## src/rtl/tip_hello_memtest_pkg.sv

```systemverilog
// Shared types and constants for the AXI memory-test master.
// Holds the FSM encoding, fixed AXI field values and the per-lane data pattern.
package tip_hello_memtest_pkg;

  typedef enum logic [2:0] {
    ST_IDLE,
    ST_AW,
    ST_W,
    ST_B,
    ST_AR,
    ST_R,
    ST_FIN
  } state_e;

  localparam logic [1:0] AXI_BURST_INCR = 2'b01;
  localparam logic [1:0] AXI_RESP_OKAY  = 2'b00;
  localparam logic [2:0] AXI_SIZE_16B   = 3'd4;
  localparam int         LANES          = 4;

  // Lane j of beat k carries seed + 4k + j, wrapping mod 2^32.
  function automatic logic [31:0] lane_pattern(input logic [31:0] seed,
                                               input logic [31:0] k,
                                               input logic [1:0]  lane);
    return seed + {k[29:0], 2'b00} + {30'd0, lane};
  endfunction

endpackage

```

## src/rtl/tip_hello_memtest_pattern.sv

```systemverilog
// Combinational beat generator: (seed, beat index) -> 128-bit expected beat.
// One instance serves both the write data path and the read-back compare.
module tip_hello_memtest_pattern
  import tip_hello_memtest_pkg::*;
(
  input  logic [31:0]  seed,
  input  logic [31:0]  beat_idx,
  output logic [127:0] beat_data
);

  generate
    for (genvar gi = 0; gi < LANES; gi++) begin : g_lane
      assign beat_data[32*gi +: 32] = lane_pattern(seed, beat_idx, 2'(gi));
    end
  endgenerate

endmodule

```

## src/rtl/tip_hello_axi_memtest_master.sv

```systemverilog
// AXI4 memory-test initiator: writes a seeded pattern in fixed INCR bursts,
// reads it back one burst at a time and tallies mismatching beats.
module tip_hello_axi_memtest_master
  import tip_hello_memtest_pkg::*;
#(
  parameter int BW_ADDR    = 32,
  parameter int BW_DATA    = 128,
  parameter int BW_AXI_TID = 4,
  parameter int BURST_LEN  = 16
) (
  input  logic                  clk,
  input  logic                  rst,
  input  logic                  start,
  input  logic [BW_ADDR-1:0]    base_addr,
  input  logic [15:0]           num_burst,
  input  logic [31:0]           seed,
  output logic                  busy,
  output logic                  done,
  output logic                  pass,
  output logic [15:0]           err_count,
  output logic [BW_ADDR-1:0]    first_err_addr,
  output logic [BW_AXI_TID-1:0] txawid,
  output logic [BW_ADDR-1:0]    txawaddr,
  output logic [7:0]            txawlen,
  output logic [2:0]            txawsize,
  output logic [1:0]            txawburst,
  output logic                  txawvalid,
  input  logic                  txawready,
  output logic [BW_AXI_TID-1:0] txwid,
  output logic [BW_DATA-1:0]    txwdata,
  output logic [BW_DATA/8-1:0]  txwstrb,
  output logic                  txwlast,
  output logic                  txwvalid,
  input  logic                  txwready,
  input  logic [BW_AXI_TID-1:0] txbid,
  input  logic [1:0]            txbresp,
  input  logic                  txbvalid,
  output logic                  txbready,
  output logic [BW_AXI_TID-1:0] txarid,
  output logic [BW_ADDR-1:0]    txaraddr,
  output logic [7:0]            txarlen,
  output logic [2:0]            txarsize,
  output logic [1:0]            txarburst,
  output logic                  txarvalid,
  input  logic                  txarready,
  input  logic [BW_AXI_TID-1:0] txrid,
  input  logic [BW_DATA-1:0]    txrdata,
  input  logic [1:0]            txrresp,
  input  logic                  txrlast,
  input  logic                  txrvalid,
  output logic                  txrready
);

  localparam logic [BW_ADDR-1:0] BURST_BYTES = BW_ADDR'(16 * BURST_LEN);
  localparam logic [8:0]         LAST_BEAT   = 9'(BURST_LEN - 1);

  state_e              state_q, state_d;
  logic                busy_q, busy_d;
  logic                done_q, done_d;
  logic                pass_q, pass_d;
  logic [15:0]         err_q, err_d;
  logic [BW_ADDR-1:0]  first_err_q, first_err_d;
  logic                awvalid_q, awvalid_d;
  logic                wvalid_q, wvalid_d;
  logic                wlast_q, wlast_d;
  logic                bready_q, bready_d;
  logic                arvalid_q, arvalid_d;
  logic                rready_q, rready_d;
  logic [BW_ADDR-1:0]  addr_q, addr_d;
  logic [BW_ADDR-1:0]  base_q, base_d;
  logic [31:0]         seed_q, seed_d;
  logic [15:0]         nburst_q, nburst_d;
  logic [15:0]         burst_q, burst_d;
  logic [8:0]          beat_q, beat_d;
  logic [31:0]         k_q, k_d;

  logic [127:0]        pat_data;
  logic [BW_ADDR-1:0]  beat_addr;
  logic                is_last_beat;
  logic                last_burst;
  logic                r_bad;
  logic                err_hit;
  logic [BW_ADDR-1:0]  err_addr;
  logic                unused_inputs;

  // k_q is the global beat index of the current phase, so the same generator
  // produces write data and read-back expectations.
  tip_hello_memtest_pattern u_pattern (
    .seed      (seed_q),
    .beat_idx  (k_q),
    .beat_data (pat_data)
  );

  assign beat_addr    = base_q + (BW_ADDR'(k_q) << 4);
  assign is_last_beat = (beat_q == LAST_BEAT);
  assign last_burst   = ((burst_q + 16'd1) == nburst_q);
  assign r_bad        = (txrdata != pat_data) || (txrresp != AXI_RESP_OKAY) ||
                        (txrlast != is_last_beat);

  always_comb begin
    state_d     = state_q;
    busy_d      = busy_q;
    done_d      = 1'b0;
    pass_d      = pass_q;
    err_d       = err_q;
    first_err_d = first_err_q;
    awvalid_d   = awvalid_q;
    wvalid_d    = wvalid_q;
    wlast_d     = wlast_q;
    bready_d    = bready_q;
    arvalid_d   = arvalid_q;
    rready_d    = rready_q;
    addr_d      = addr_q;
    base_d      = base_q;
    seed_d      = seed_q;
    nburst_d    = nburst_q;
    burst_d     = burst_q;
    beat_d      = beat_q;
    k_d         = k_q;
    err_hit     = 1'b0;
    err_addr    = '0;

    case (state_q)
      ST_IDLE: begin
        if (start) begin
          base_d      = {base_addr[BW_ADDR-1:4], 4'b0000};
          addr_d      = {base_addr[BW_ADDR-1:4], 4'b0000};
          seed_d      = seed;
          nburst_d    = num_burst;
          burst_d     = '0;
          beat_d      = '0;
          k_d         = '0;
          err_d       = '0;
          first_err_d = '0;
          pass_d      = 1'b0;
          busy_d      = 1'b1;
          if (num_burst == 16'd0) begin
            state_d = ST_FIN;
          end else begin
            state_d   = ST_AW;
            awvalid_d = 1'b1;
          end
        end
      end
      ST_AW: begin
        if (txawready) begin
          awvalid_d = 1'b0;
          wvalid_d  = 1'b1;
          wlast_d   = (LAST_BEAT == 9'd0);
          state_d   = ST_W;
        end
      end
      ST_W: begin
        if (wvalid_q && txwready) begin
          k_d     = k_q + 32'd1;
          beat_d  = beat_q + 9'd1;
          wlast_d = ((beat_q + 9'd1) == LAST_BEAT);
          if (is_last_beat) begin
            beat_d   = '0;
            wvalid_d = 1'b0;
            wlast_d  = 1'b0;
            bready_d = 1'b1;
            state_d  = ST_B;
          end
        end
      end
      ST_B: begin
        if (txbvalid) begin
          bready_d = 1'b0;
          if (txbresp != AXI_RESP_OKAY) begin
            err_hit  = 1'b1;
            err_addr = addr_q;
          end
          // The read phase restarts at the region base with beat index 0.
          if (last_burst) begin
            state_d   = ST_AR;
            arvalid_d = 1'b1;
            burst_d   = '0;
            k_d       = '0;
            addr_d    = base_q;
          end else begin
            state_d   = ST_AW;
            awvalid_d = 1'b1;
            burst_d   = burst_q + 16'd1;
            addr_d    = addr_q + BURST_BYTES;
          end
        end
      end
      ST_AR: begin
        if (txarready) begin
          arvalid_d = 1'b0;
          rready_d  = 1'b1;
          state_d   = ST_R;
        end
      end
      ST_R: begin
        if (txrvalid) begin
          if (r_bad) begin
            err_hit  = 1'b1;
            err_addr = beat_addr;
          end
          k_d    = k_q + 32'd1;
          beat_d = beat_q + 9'd1;
          // Burst end follows our own beat count, not the slave's rlast.
          if (is_last_beat) begin
            beat_d   = '0;
            rready_d = 1'b0;
            if (last_burst) begin
              state_d = ST_FIN;
            end else begin
              state_d   = ST_AR;
              arvalid_d = 1'b1;
              burst_d   = burst_q + 16'd1;
              addr_d    = addr_q + BURST_BYTES;
            end
          end
        end
      end
      ST_FIN: begin
        state_d = ST_IDLE;
        done_d  = 1'b1;
        busy_d  = 1'b0;
        pass_d  = (err_q == 16'd0);
      end
      default: state_d = ST_IDLE;
    endcase

    if (err_hit) begin
      err_d = (err_q == 16'hFFFF) ? err_q : err_q + 16'd1;
      if (err_q == 16'd0) begin
        first_err_d = err_addr;
      end
    end
  end

  always_ff @(posedge clk) begin
    if (rst) begin
      state_q     <= ST_IDLE;
      busy_q      <= 1'b0;
      done_q      <= 1'b0;
      pass_q      <= 1'b0;
      err_q       <= '0;
      first_err_q <= '0;
      awvalid_q   <= 1'b0;
      wvalid_q    <= 1'b0;
      wlast_q     <= 1'b0;
      bready_q    <= 1'b0;
      arvalid_q   <= 1'b0;
      rready_q    <= 1'b0;
      addr_q      <= '0;
      base_q      <= '0;
      seed_q      <= '0;
      nburst_q    <= '0;
      burst_q     <= '0;
      beat_q      <= '0;
      k_q         <= '0;
    end else begin
      state_q     <= state_d;
      busy_q      <= busy_d;
      done_q      <= done_d;
      pass_q      <= pass_d;
      err_q       <= err_d;
      first_err_q <= first_err_d;
      awvalid_q   <= awvalid_d;
      wvalid_q    <= wvalid_d;
      wlast_q     <= wlast_d;
      bready_q    <= bready_d;
      arvalid_q   <= arvalid_d;
      rready_q    <= rready_d;
      addr_q      <= addr_d;
      base_q      <= base_d;
      seed_q      <= seed_d;
      nburst_q    <= nburst_d;
      burst_q     <= burst_d;
      beat_q      <= beat_d;
      k_q         <= k_d;
    end
  end

  assign busy           = busy_q;
  assign done           = done_q;
  assign pass           = pass_q;
  assign err_count      = err_q;
  assign first_err_addr = first_err_q;

  assign txawid    = '0;
  assign txawaddr  = addr_q;
  assign txawlen   = 8'(BURST_LEN - 1);
  assign txawsize  = AXI_SIZE_16B;
  assign txawburst = AXI_BURST_INCR;
  assign txawvalid = awvalid_q;

  assign txwid     = '0;
  assign txwdata   = wvalid_q ? pat_data : '0;
  assign txwstrb   = '1;
  assign txwlast   = wlast_q;
  assign txwvalid  = wvalid_q;

  assign txbready  = bready_q;

  assign txarid    = '0;
  assign txaraddr  = addr_q;
  assign txarlen   = 8'(BURST_LEN - 1);
  assign txarsize  = AXI_SIZE_16B;
  assign txarburst = AXI_BURST_INCR;
  assign txarvalid = arvalid_q;

  assign txrready  = rready_q;

  assign unused_inputs = ^{txbid, txrid, base_addr[3:0]};

endmodule

```

## config.mk

```make
export PLATFORM = sky130hd
export DESIGN_NAME = tip_hello_axi_memtest_master
export DESIGN_NICKNAME = d
export VERILOG_FILES = /design/src/rtl/tip_hello_memtest_pkg.sv /design/src/rtl/tip_hello_memtest_pattern.sv /design/src/rtl/tip_hello_axi_memtest_master.sv
export SDC_FILE = /design/constraint.sdc
export NUM_CORES = 1
export LEC_CHECK = 0
export ABC_AREA = 1
export CAP_MARGIN = 30
export CORE_MARGIN = 2
export CORE_UTILIZATION = 40
export DETAILED_ROUTE_END_ITERATION = 10
export PLACE_DENSITY = 0.67
export SKIP_LAST_GASP = 1
export SYNTH_ARGS = -nofsm -noshare
export SYNTH_HDL_FRONTEND = slang
export SYNTH_SLANG_ARGS = --single-unit
export TNS_END_PERCENT = 50
```

## constraint.sdc

```tcl
create_clock -name clk -period 10.3 [get_ports clk]
set_clock_uncertainty 0.2 [all_clocks]
set_input_delay 1.545 -clock clk [delete_from_list [all_inputs] [get_ports clk]]
set_output_delay 1.545 -clock clk [all_outputs]
set_load 0.005 [all_outputs]
```

==> impl_metrics.py, run 1 <==
metrics = {
    "outcome": {
        "status": "completed",
    },
    "global_routing": {
        "grt_max_degree": 88,
        "use_met1_pct": 40.2,
        "grt_antenna_before_repair": 4,
        "use_met3_pct": 4.32,
        "grt_pass1_vias": 22300,
        "use_met2_pct": 51.6,
        "grt_usage_pct": 30.5,
        "overflow": 0,
        "grt_pass1_wl_um": 129000,
        "top_usage_layer": "met2",
    },
    "detailed_routing": {
        "wl_per_cell_um": 18.3,
        "vias": 24300,
        "avgViaCountPerCell": 5.21,
        "drc": 0,
        "drt-initial-drc-count": 1895,
        "ant_nets": 0,
        "totalWireLength_um": 85100,
        "drtPass1Iterations": 6,
    },
    "critical_path": {
        "slowest_stage": "clkdlybuf4s50_1",
        "crit_start": "k_q[0]",
        "crit_path_max_incr_delay_ns": 0.58,
        "cp.depth": 19,
        "reg2reg_depth": 23,
        "cp_top_family": "simple AND/OR/NAND/NOR gates",
        "cp-endpoint": "txwdata[63]",
        "critical_path_buf_inv_count": 3,
        "worst_path_most_repeated_cell": "nand2_1",
        "cp-start-kind": "register",
        "cp_max_fo": 7,
        "path_class": "register to primary output",
        "required_ns": 8.56,
        "r2r-start": "k_q[0]",
        "crit_chain": "ha_1, inv_1, fa_1, inv_1, nand2_1, nand2_1, nand3_1, nand2_2, nand2_1, nand3_1, nand2_1, nor2_1, nand2_2, nor2_4, nand2_1, nor2_1, nand2_1, a21oi_1, clkdlybuf4s50_1",
        "ff2ff_setup_slack_ns": 3.99,
        "r2r_end": "err_count[8]",
        "end_kind": "primary output",
        "cp.arrival_ns": 4.65,
    },
    "cts": {
        "cts_resized": 0,
        "cts_setup_buffers": 0,
        "clockBufferDepth": 3,
        "numCtsBuffers": 26,
        "htreeDepth": 1,
        "cts_tree": "done",
        "hold_buffers": 0,
        "clk_pin_slew_ns": 0.06,
        "root_buffer": "clkbuf_16",
        "clock_latency_ns": 0.56,
        "clkSinkCount": 219,
    },
    "logic_synthesis": {
        "ys_types": 59,
        "synth_adder_area_share_pct": 4.22,
        "synthCells": 3586,
        "seq_area_frac_synth_pct": 21.0,
        "synth.area.top_cells": "dfxtp_1, nand2_1, nor2_1",
        "synth-edff-count": 0,
        "yosysWarningCount": 0,
        "ys.flop_type": "dfxtp_1",
        "synth_top_area_cell": "dfxtp_1",
        "synth_compound_area_share_pct": 13.6,
        "synthArstFlopShare_pct": 0,
        "synth.top_cells.by_count": "nand2_1, nor2_1, inv_1",
        "yosys.area_share.simple_pct": 42.7,
        "avgSynthCellArea_um2": 5.81,
        "synth_top_area_share_pct": 21.0,
        "ys_seq_elements": 219,
        "synth_xor_area_share_pct": 5.07,
        "netlist_area_um2": 20800,
        "synth_top_family_by_area": "simple AND/OR/NAND/NOR gates",
        "synth.most_common_cell": "nand2_1",
        "synthMuxAreaShare_pct": 0,
    },
    "timing": {
        "finalCriticalPeriod_ns": 6.39,
        "drv_slew": 0,
        "max_freq_mhz": 156,
        "setup_ws_ns": 3.91,
        "rsz0062_at_grt": "false",
        "tightest_slew_ns": 0.956,
        "min_period_over_period_pct": 62.1,
        "timing.slew.headroom_pct": 36.2,
        "hold_viol": 0,
        "finalSetupViolCount": 0,
        "fin_setup_tns_ns": 0,
    },
    "pwr": {
        "p_per_area_nw_per_um2": 162,
        "p_int_mw": 2.37,
        "p_seq_share_pct": 26.8,
        "ir_drop_uv": 111,
        "p_sw_share_pct": 44.5,
        "p_comb_share_pct": 49.9,
        "cellLeakagePower_nw": 11.6,
        "p_clk_share_pct": 23.3,
        "switching_power_mw": 1.90,
    },
    "placed_design": {
        "placed_cell_area_um2": 25500,
        "port_buffers": 457,
        "dpl.hpwl_um": 68100,
        "place_ws_ns": 4.05,
        "gp_congestion": 0.987,
    },
    "finish": {
        "stdcell_area_um2": 26400,
        "fin_util_pct": 51.4,
        "drive_gt1_share_pct": 5.08,
        "nNetsFinal": 4256,
        "synthToLayoutAreaGrowth_pct": 26.9,
    },
    "floorplan": {
        "die_h_um": 232,
        "start_util_pct": 40.5,
        "rows": 83,
        "die_w_um": 232,
        "coreArea_um2": 51400,
        "dieArea_um2": 53900,
        "pin_count": 532,
    },
    "flow_run": {
        "max_cap_violations": 0,
    },
    "min_path": {
        "hold_path_class": "register to register",
    },
}
==> power by group through the flow <==
stage / logic, mW / clock network (mW) / registers (mW)
floorplan: 1.33 / 0 / 1.10
global placement: 2.10 / 0 / 1.16
detailed placement: 2.11 / 0 / 1.16
CTS: 2.12 / 1.01 / 1.14
global route: 2.34 / 1.05 / 1.16
finish: 2.13 / 0.994 / 1.15
==> through the flow <==
step	cells	hold slack (ns)	power (mW)
5_1_grt	4658	0.249	4.55
3_5_place_dp	4610	0.234	3.26
2_1_floorplan	3646	0.241	2.43
4_1_cts	4657	0.241	4.27
3_3_place_gp	4609	0.231	3.26
6_report	4659	0.242	4.27
==> flip-flops by register name, indices dropped and copies added (netlist names) <==
signal and cells:
first_err_addr 32, seed_q 32, k_q 30, base_q 28, txaraddr 28, burst_q 16
err_count 16, nburst_q 16, beat_q 9, state_q 3, busy 1, done 1
pass 1, txarvalid 1, txawvalid 1, txbready 1, txrready 1, txwlast 1
txwvalid 1
==> how the worst min path moves through the flow <==
stage                            startpoint           endpoint  cells after the start  slack (ns)
final                     first_err_addr[1]  first_err_addr[1]                      2        0.24
after global routing      first_err_addr[1]  first_err_addr[1]                      2        0.25
after CTS                 first_err_addr[1]  first_err_addr[1]                      2        0.24
after detailed placement  first_err_addr[1]  first_err_addr[1]                      2        0.23
after global placement    first_err_addr[1]  first_err_addr[1]                      2        0.23
after floorplan           first_err_addr[0]  first_err_addr[0]                      2        0.24
==> layer usage <==
metal  routed length, um  vias to the layer above
met2               39000                      952
li1                    -                    12200
met1               37200                    11000
met5                  35                        -
met3                6140                      143
met4                2610                        6
==> worst register-to-register path, cell delays in order (launching register included) <==
cell     delay, ns
dfxtp_1       0.45
ha_1          0.27
inv_1         0.07
fa_1          0.62
inv_1         0.23
nand2_1       0.14
nor2_1        0.18
nand3_2       0.19
nor2_4        0.20
xor2_1        0.66
o21ai_0       0.16
nor2_1        0.12
nand3_1       0.08
nor2_1        0.33
nand3_1       0.17
nor2_1        0.18
nand3_1       0.12
nor2_2        0.11
nand3_2       0.48
nand2_4       0.49
nand2_4       0.27
nand2_4       0.27
nand3_1       0.11
a21oi_1       0.17
==> area by class of cell <==
| class | count | area, um2 |
|---|---|---|
| fillers | 5421 | 25000 |
| multi-input cells | 2793 | 13900 |
| repair buffers | 472 | 4690 |
| flip-flops and latches | 219 | 4380 |
| inverters | 446 | 1680 |
| well taps | 680 | 851 |
| clock buffers | 34 | 741 |
| clock inverters | 13 | 186 |
| diodes | 2 | 5.00 |
==> logic make-up after synthesis <==
logic type / count (synthesis)
AOI/OAI and AO/OA: 519
xor gates and xnor gates: 115
adders and majority gates: 69
buffers and inverters: 634
DFF: 219
other: 2
and+or+nand+nor: 2028
==> cell usage in the layout, fill, tap and decap left out, drive strengths merged, types with 3 or more instances in the layout <==
cell and count:
o221ai 18, a22oi 3, o21ai 182, a31oi 4, nor3 42, clkbuf 34, nor3b 4, dfxtp 219
a21oi 257, nand3 323, o22ai 8, inv 440, bufinv 4, o21bai 6, ha 67, clkdlybuf4s50 456
o211ai 16, a2bb2oi 4, nor4 17, clkinv 14, nor2 483, buf 16, nand3b 37, xnor2 26
nand4 62, or2 14, o21a 6, a211oi 7, nand2 1041, conb 62, xor2 86, xnor3 3
No activity file was read; power rests on OpenSTA's default activity.
==> inputs of run 2 (changes only) <==
==> constraint.sdc (replaced) <==
create_clock -name clk -period 6.2 [get_ports clk]
set_clock_uncertainty 0.2 [all_clocks]
set_input_delay 0.93 -clock clk [delete_from_list [all_inputs] [get_ports clk]]
set_output_delay 0.93 -clock clk [all_outputs]
set_load 0.005 [all_outputs]
==> run 2 against run 1 <==
Sequential share of layout area about the same. First-iteration DRC count shrank 1.3%. Combinational power rose by 68%. Wire length down 1.2%. Global-route usage is 0.69 points lower. Via count fell by 0.34%. Non-clock buffer count is 12 higher. Critical endpoint unchanged.
==> impl_metrics.py, run 2 (synthesized netlist as in run 1, its figures left out) <==
metrics = {
    "global_routing": {
        "grt_max_degree": 89,
        "grt_pass1_wl_um": 126000,
        "grt_antenna_before_repair": 9,
        "grt_pass1_vias": 22200,
        "overflow": 0,
        "grt_usage_pct": 29.8,
    },
    "critical_path": {
        "path_class": "register to primary output",
        "required_ns": 5.07,
        "cp.arrival_ns": 4.57,
        "cp_max_fo": 10,
        "end_kind": "primary output",
        "cp-start-kind": "register",
    },
    "cts": {
        "clock_latency_ns": 0.58,
        "cts_setup_buffers": 0,
        "clockBufferDepth": 3,
        "hold_buffers": 0,
        "numCtsBuffers": 27,
        "clk_pin_slew_ns": 0.06,
        "cts_resized": 0,
        "cts_tree": "done",
        "root_buffer": "clkbuf_16",
        "htreeDepth": 1,
        "clkSinkCount": 219,
    },
    "detailed_routing": {
        "avgViaCountPerCell": 5.18,
        "drtPass1Iterations": 5,
        "wl_per_cell_um": 18.0,
        "ant_nets": 0,
        "vias": 24200,
        "drt-initial-drc-count": 1870,
        "drc": 0,
        "totalWireLength_um": 84000,
    },
    "placed_design": {
        "port_buffers": 457,
        "dpl.hpwl_um": 68000,
        "placed_cell_area_um2": 25600,
        "place_ws_ns": 0.916,
        "gp_congestion": 0.996,
    },
    "outcome": {
        "status": "completed",
    },
    "floorplan": {
        "rows": 83,
        "pin_count": 532,
        "start_util_pct": 40.5,
        "die_w_um": 232,
        "coreArea_um2": 51400,
        "die_h_um": 232,
        "dieArea_um2": 53900,
    },
    "timing": {
        "max_freq_mhz": 175,
        "tightest_slew_ns": 0.896,
        "min_period_over_period_pct": 92.0,
        "hold_viol": 0,
        "holdWs_ns": 0.244,
        "finalCriticalPeriod_ns": 5.70,
        "drv_slew": 0,
        "fin_setup_tns_ns": 0,
        "setup_ws_ns": 0.495,
        "rsz0062_at_grt": "false",
        "finalSetupViolCount": 0,
        "timing.slew.headroom_pct": 40.3,
    },
    "pwr": {
        "ir_drop_uv": 299,
        "total_power_mw": 7.05,
        "switching_power_mw": 3.16,
        "p_clk_share_pct": 22.4,
        "p_sw_share_pct": 44.8,
        "p_int_mw": 3.89,
        "p_per_area_nw_per_um2": 266,
        "p_seq_share_pct": 27.0,
        "cellLeakagePower_nw": 11.6,
        "p_comb_share_pct": 50.6,
    },
    "finish": {
        "layout_common_cells": "nand2_1, clkdlybuf4s50_1, nor2_1",
        "nNetsFinal": 4269,
        "fillers": 5467,
        "final_common_cell": "nand2_1",
        "synthToLayoutAreaGrowth_pct": 27.1,
        "drive_gt1_share_pct": 5.26,
        "stdcell_area_um2": 26500,
    },
    "min_path": {
        "hold_path_class": "register to register",
    },
    "flow_run": {
        "max_cap_violations": 0,
    },
}
-- run 2: cell count changes in the layout (fill, tap and decap cells not counted), sizes merged --
cell,delta
bufinv,-3
diode,+2
clkinv,-4
clkbuf,+8
buf,+12
clkinvlp,+1
-- run 2: worst max-delay path, cell delays in order (launching register included) --
cell and delay [ns]:
dfxtp_1 0.44, ha_1 0.26, inv_1 0.07, fa_1 0.38, inv_1 0.11, nand2_1 0.08
nand2_1 0.11, nand3_1 0.13, nand2_2 0.14, nand2_1 0.12, nand4_1 0.11, nand2_1 0.28
nor2_1 0.27, nand2_2 0.13, nor2_8 0.17, nand2_1 0.09, nor2_1 0.12, nand2_1 0.10
a21oi_1 0.32, clkdlybuf4s50_1 0.59
-- run 2: per-stage QoR --
| stage | cells | util [%] |
|---|---|---|
| after floorplan | 3646 | - |
| after CTS | 4671 | 51.5 |
| final | 4675 | 51.5 |
| after global routing | 4674 | 51.5 |
| after global placement | 4621 | 49.8 |
| after detailed placement | 4622 | 49.8 |
-- run 2: final timing paths --
path / depth (start not counted) / end / startpoint / slack, ns
max: 19 / txwdata[63] / k_q[0] / 0.50
min: 2 / first_err_addr[2] / first_err_addr[2] / 0.24
max reg2reg: 28 / first_err_addr[5] / k_q[0] / 0.78
min reg2reg: 2 / first_err_addr[2] / first_err_addr[2] / 0.24
-- run 2: power by group through the flow --
| stage | clock, mW | sequential (mW) | combinational [mW] |
|---|---|---|---|
| after floorplan | 0 | 1.83 | 2.21 |
| after global placement | 0 | 1.92 | 3.52 |
| after detailed placement | 0 | 1.92 | 3.53 |
| after CTS | 1.60 | 1.90 | 3.55 |
| after global routing | 1.66 | 1.93 | 3.90 |
| final | 1.58 | 1.90 | 3.57 |
-- run 2: layout make-up --
cell class | instances | area, um2 | share of cell area [%]
Inverter | 446 | 1680 | 6.34
Tap cell | 680 | 851 | 3.21
Sequential cell | 219 | 4380 | 16.6
Timing Repair Buffer | 484 | 4780 | 18.0
Clock buffer | 42 | 802 | 3.03
Clock inverter | 7 | 80.1 | 0.302
Antenna cell | 4 | 10.0 | 0.0378
Multi-Input combinational cell | 2793 | 13900 | 52.5
-- run 2: routing by layer --
layer  part of all wire (%)  track usage (%)  vias to the layer above
li1                       -                -                    12200
met3                    8.1             4.97                      153
met2                     45             49.4                      942
met4                    3.8             10.4                       10
met1                     43             38.9                    10900
met5                  0.087                0                        -
